**src/rtl/seq_frame_controller.sv**
```systemverilog
// Serial frame controller: hunts a programmable sync pattern, captures the
// following DATA_W bits and offers them on a valid/ready port with drop counting.
//
// state   | meaning
// IDLE    | stopped; window and bit counter held at 0, pattern loadable
// HUNT    | shifting D through the window looking for the sync pattern
// CAPTURE | shifting DATA_W payload bits into the payload register
module seq_frame_controller #(
  parameter int                PAT_W   = 4,
  parameter logic [PAT_W-1:0]  PAT_RST = 4'b1010,
  parameter int                DATA_W  = 8,
  parameter int                CNT_W   = 8
) (
  input  logic              Clk,
  input  logic              Rst,
  input  logic              En,
  input  logic              D,
  input  logic [PAT_W-1:0]  Cfg_pat,
  input  logic              Cfg_load,
  output logic              Match,
  output logic [DATA_W-1:0] Frame_data,
  output logic              Frame_valid,
  input  logic              Frame_ready,
  output logic [CNT_W-1:0]  Drop_cnt,
  output logic [1:0]        State
);

  localparam logic [1:0] IDLE    = 2'b00;
  localparam logic [1:0] HUNT    = 2'b01;
  localparam logic [1:0] CAPTURE = 2'b10;

  localparam int               BIT_W    = (DATA_W > 1) ? $clog2(DATA_W) : 1;
  localparam logic [BIT_W-1:0] LAST_BIT = BIT_W'(DATA_W - 1);

  logic [1:0]        state;
  logic [PAT_W-1:0]  pat;
  logic [PAT_W-1:0]  window;
  logic [PAT_W-1:0]  window_next;
  logic [BIT_W-1:0]  bit_cnt;
  logic [DATA_W-1:0] sreg;
  logic [DATA_W-1:0] word;
  logic              frame_done;
  logic              transfer;

  // Shift-by-one forms stay legal for the minimum widths (PAT_W=2, DATA_W=1).
  assign window_next = (window << 1) | PAT_W'(D);
  assign word        = (sreg << 1) | DATA_W'(D);

  assign Match      = (state == HUNT) && (window_next == pat);
  assign frame_done = (state == CAPTURE) && En && (bit_cnt == LAST_BIT);
  assign transfer   = Frame_valid && Frame_ready;
  assign State      = state;

  always_ff @(posedge Clk or posedge Rst) begin
    if (Rst) begin
      state   <= IDLE;
      pat     <= PAT_RST;
      window  <= '0;
      bit_cnt <= '0;
      sreg    <= '0;
    end else begin
      case (state)
        IDLE: begin
          window  <= '0;
          bit_cnt <= '0;
          if (Cfg_load) pat <= Cfg_pat;
          if (En) state <= HUNT;
        end
        HUNT: begin
          if (!En) begin
            state  <= IDLE;
            window <= '0;
          end else if (Match) begin
            // Non-overlapping: the sync bits never seed the next hunt.
            state   <= CAPTURE;
            window  <= '0;
            bit_cnt <= '0;
          end else begin
            window <= window_next;
          end
        end
        CAPTURE: begin
          if (!En) begin
            state   <= IDLE;
            window  <= '0;
            bit_cnt <= '0;
          end else begin
            sreg    <= word;
            bit_cnt <= bit_cnt + 1'b1;
            if (bit_cnt == LAST_BIT) begin
              state   <= HUNT;
              window  <= '0;
              bit_cnt <= '0;
            end
          end
        end
        default: state <= IDLE;
      endcase
    end
  end

  always_ff @(posedge Clk or posedge Rst) begin
    if (Rst) begin
      Frame_data  <= '0;
      Frame_valid <= 1'b0;
      Drop_cnt    <= '0;
    end else if (frame_done && (!Frame_valid || transfer)) begin
      Frame_data  <= word;
      Frame_valid <= 1'b1;
    end else begin
      // A completed frame here means the held word is still unread: drop it.
      if (frame_done && (Drop_cnt != {CNT_W{1'b1}})) Drop_cnt <= Drop_cnt + 1'b1;
      if (transfer) Frame_valid <= 1'b0;
    end
  end

endmodule
```
**config.mk**
```make
export PLATFORM = sky130hd
export DESIGN_NAME = seq_frame_controller
export DESIGN_NICKNAME = d
export VERILOG_FILES = /design/src/rtl/seq_frame_controller.sv
export SDC_FILE = /design/constraint.sdc
export NUM_CORES = 1
export LEC_CHECK = 0
export CORE_MARGIN = 2
export CORE_UTILIZATION = 46
export DETAILED_ROUTE_END_ITERATION = 8
export MAX_ROUTING_LAYER = met4
export PLACE_DENSITY = 0.71
export SLEW_MARGIN = 15
export SYNTH_ARGS = -nofsm -noshare
export SYNTH_HDL_FRONTEND = slang
export SYNTH_SLANG_ARGS = --single-unit
export TNS_END_PERCENT = 5
```
**constraint.sdc**
```tcl
create_clock -name Clk -period 4.12 [get_ports Clk]
set_input_delay 0.412 -clock Clk [delete_from_list [all_inputs] [get_ports Clk]]
set_output_delay 0.412 -clock Clk [all_outputs]
set_load 0.005 [all_outputs]
```
* Word level (Yosys, flattened, before mapping)
Index checks and enable logic that the tools add are counted.
** Storage, ports and cells
- Memory bits (writable) :: 0
- Word-level logic and storage cells :: 58
- Bits in latches :: 0
- Memories kept :: 0
- Register bits :: 36
- Input port bits :: 10
- Bits in read-only memories :: 0
- Output and inout port bits :: 20
** Operators by class
- Divide/modulo/power cells :: 0
- Bitwise operators :: 3
- Add/sub/neg operators :: 2
- Eq/ne operators :: 10
- Reductions and logical operators :: 17
- $mul :: 0
- Shifts and indexed selects :: 0
- Muxes and demuxes :: 18
- $lt $le $gt $ge :: 0
** Operators with widths (number)
- 3-bit two-way mux :: 8
- 3-bit one-hot mux with 3 select lines :: 2
- 2-bit two-way mux :: 5
- 8-bit by 1-bit adder with 8-bit output, second input constant :: 1
- 8-bit != test, second input constant :: 1
- 8-bit by 1-bit bitwise OR with 8-bit output :: 1
- 2-bit AND reduction :: 4
- 1-bit logical AND :: 6
- 2-bit != test, second input constant :: 3
- 2-bit one-hot mux with 3 select lines :: 1
- 3-bit AND reduction :: 2
- 4-bit == test :: 1
- 4-bit by 1-bit bitwise OR with 4-bit output :: 1
- 3-bit by 1-bit adder with 3-bit output, second input constant :: 1
- 3-bit == test, second input constant :: 1
- 3-bit by 2-bit != test with 1-bit output, second input constant :: 1
- 3-bit != test, second input constant :: 1
- 3-bit nonzero test :: 1
- 2-bit by 1-bit == test with 1-bit output, second input constant :: 1
- 2-bit == test, second input constant :: 1
- 2-bit zero test :: 1
- 1-bit two-way mux :: 2
- 2-bit nonzero test :: 1
- 1-bit zero test :: 1
- 2 further kinds :: 2

* Depth between registers and ports, before layout
- Depth in word-level cells :: 6
- Gate-level depth with buffers :: 6

* Least setup slack after synthesis
No wires, ideal clock.
- Path kind :: flip-flop to output port
- From :: register pat[3]
- To :: output port Match
- Setup slack :: 2.406 ns
- Data arrival time :: 1.302 ns
- Required time :: 3.708 ns
- Cell stages (with the launch flop) :: 5
- Path through :: dfstp_2 -> xor2_1 -> nor4_2 -> and2b_1 -> and2_1
** Between the ends
- Cells in the longest elaborated chain, start to end :: 2
** RTL lines
- start: declaration :: line 36 : logic [PAT_W-1:0] pat;
- start signal: assignment :: line 66 : if (Cfg_load) pat <= Cfg_pat;
- 4-bit == test :: line 49 : assign Match = (state == HUNT) && (window_next == pat);
- 1-bit logical AND :: line 49
- end: declaration :: line 20 : output logic Match,
No other way between the ends.

* Final worst setup path
Same ends and word-level chain as after synthesis.

==> run_results.csv <==
group,metric,value,unit
drt,drc,0,
drt,firstDrtPassIters,4,
timing,period_needed,2.66,ns
timing,rsz0062_at_grt,"no",
cells_and_area,num-fill-cells,277,
synthesis,ys_warn_count,0,
power_and_ir_drop,irDropWorstVdd,0.000170,V
cells_and_area,final_area,2060,sq um
setup_path,crit_fanout,4,
grt,grt-ovfl-total,0,
cells_and_area,multi_input_area,728,sq um
floorplan,rows,21,
drt,wl_per_cell,12.8,microns
setup_path,startpoint,"pat[3]",
power_and_ir_drop,leakage,1.01,nW
drt,routed_via_density,5.19,
setup_path,r2r_cells,4,
floorplan,fp.dieW,64.4,microns
clocking,cts_hold_buf,0,
clocking,h-tree-depth,2,
placed_design,numPortBuffers,29,
drt,drtIter0Drc,112,
synthesis,synth_enable_flop_cells,0,
placed_design,postPlaceCellArea,2000,sq um
timing,clock_skew,0.00262,ns
grt,antenna_found_initial,0,
setup_path,critPathCaptureType,"output pin",
clocking,root_buffer,"clkbuf_4",
cells_and_area,syn_to_final_growth,22.7,%
clocking,cts_sinks,36,
clocking,cts_made_buffers,5,
grt,grt_pass1_wl,4.99,mm
timing,setup_ws,1.46,ns
floorplan,die_area,4140,sq um
setup_path,crit_required,3.71,ns
cells_and_area,regArea,903,sq um
setup_path,startpoint_type,"register",
timing,drv_slew,0,
grt,grt_pass1_vias,1125,
cells_and_area,final_core_util,60.2,%
timing,worst_pin_slew,0.557,ns
cells_and_area,drive_gt1_share,16.7,%
drt,vias,1142,
clocking,clk_pin_slew_worst_paths,0.10,ns
synthesis,ys_seq_area_share,53.9,%
synthesis,synthFlopType,"dfrtp_1",
floorplan,die_h,64.4,microns
min_path,hold_class,"in -> async",
grt,track_usage,16.3,%
outcome,outcome,"finished, final reports clean",
synthesis,synthArstFlopShare,100,%
synthesis,netlist_area,1680,sq um
timing,fmax,375,MHz
setup_path,worstSetupPathType,"reg -> out",
clocking,post_cts_resized,0,
grt,grt_max_degree,37,
cells_and_area,n_antenna_cell,0,
power_and_ir_drop,powerDensity,311,nW/um^2
setup_path,cp_slowest_stage_delay,0.56,ns
timing,setup_viol,0,
floorplan,start_util,49.1,%
setup_path,cp.arrival,2.25,ns
clocking,clk_latency,0.34,ns
clocking,post_cts_buffers,0,
setup_path,r2r_start,"State[0]",
timing,slew_headroom,62.8,%
timing,hold_viol,0,
drt,ant_nets,0,
placed_design,dp_hpwl,1.98,mm
timing,setup_tns,0,ns
drt,wl,2.82,mm
setup_path,path_cells,"xor2_1 > nor4_2 > and2b_1 > and2_1 > clkdlybuf4s50_1",
floorplan,design.core.area,3420,sq um
cells_and_area,final_nets,186,
placed_design,place.gp.congestion,0.836,
synthesis,yosysUniqueCellTypes,43,
clocking,clk_path_buf_depth,2,
synthesis,syn_avg_cell_area,11.9,sq um
clocking,cts_tree,"built",
synthesis,syn_inst,141,
floorplan,num_io_pins,30,
setup_path,critPathSlowestCell,"dfstp_2",
flow_run,maxCapViolations,0,
synthesis,syn_nets,154,
placed_design,dpl_worst_slack,1.45,ns
timing,period_share,64.7,%
synthesis,ys_ff_latch,36,
## power by group
part / switching, W / internal [W] / total (W)
sequential: 0.0000157 / 0.000371 / 0.000387
clock: 0.000109 / 0.0000842 / 0.000193
combinational: 0.0000264 / 0.0000332 / 0.0000596
## critical path, delay by kind of cell (launching register included)
| family | cells | cell delay, ns |
|---|---|---|
| buffers and inverters | 1 | 0.49 |
| xor gates and xnor gates | 1 | 0.08 |
| DFF | 1 | 0.56 |
| and+or+nand+nor | 3 | 0.79 |
## Yosys cell counts (2+ instances only)
master     n  area, sq um
and4_1     2         17.5
nand4_1    3         18.8
and2b_1    2         15.0
inv_1      3         11.3
ha_1       3         37.5
a22o_1     3         26.3
and2_1     2         12.5
a21oi_1    3         15.0
dfstp_2    2         52.6
buf_4      2         15.0
mux2_2    12          135
dfrtp_1   34          851
nor2b_1    3         18.8
nand2_1   25         93.8
and3_1     3         18.8
nor4_2     2         25.0
nor3b_1    2         15.0
a32o_1     2         20.0
a31oi_1    2         12.5
clkbuf_1   2         7.51
xor2_1     7         61.3
## cell families after synthesis
| logic type | synth area share, % |
|---|---|
| adder cells (fa/ha/maj) | 2.24 |
| flip-flops | 53.9 |
| multiplexers | 9.33 |
| buffers and inverters | 2.69 |
| AO/OA/AOI/OAI | 7.46 |
| XOR/XNOR | 4.18 |
| AND/OR/NAND/NOR | 20.2 |
## per-stage QoR
stage	hold WS, ns	cells	power [W]
final	0.456	220	0.000640
after global placement	0.465	212	0.000452
after detailed placement	0.476	212	0.000454
after global routing	0.512	220	0.000673
after floorplan	0.440	141	0.000432
after CTS	0.461	220	0.000650
## cell usage in the layout, fill, tap and decap left out, drive strengths merged, types with 3 or more instances in the layout
master	count
clkbuf	8
mux2	13
and3	3
ha	3
nand4	3
nor2b	3
a21oi	3
xor2	7
a22o	3
clkdlybuf4s50	29
dfrtp	34
nand2	26
inv	3
## flip-flops by register name, indices dropped and copies added, names as in the netlist
name,count
Drop_cnt,8
Frame_data,8
sreg,7
pat,4
bit_cnt,3
window,3
State,2
Frame_valid,1
## layout make-up
class | instances | share of cell area (%)
multi-input combinational | 97 | 35.4
clock buffer | 8 | 2.86
sequential | 36 | 43.9
inverter | 3 | 0.547
tap | 46 | 2.80
timing repair buffer | 30 | 14.5
## final timing paths
kind,end,slack [ns]
max,Match,1.46
min,Frame_data[3],0.46
max reg2reg,Drop_cnt[1],2.24
min reg2reg,sreg[6],0.49
max in group asynchronous,pat[3],3.33
min in group Clk,sreg[6],0.49
## metal layers
metal  share of wire [%]  global-route usage [%]  up-vias
met4                 2.4                    8.78        0
met2                  48                    25.1       27
met1                  45                    19.7      544
li1                    -                       -      563
met3                 4.1                    4.23        8
met5                   0                       -        -
No activity file was read; power rests on OpenSTA's default activity.
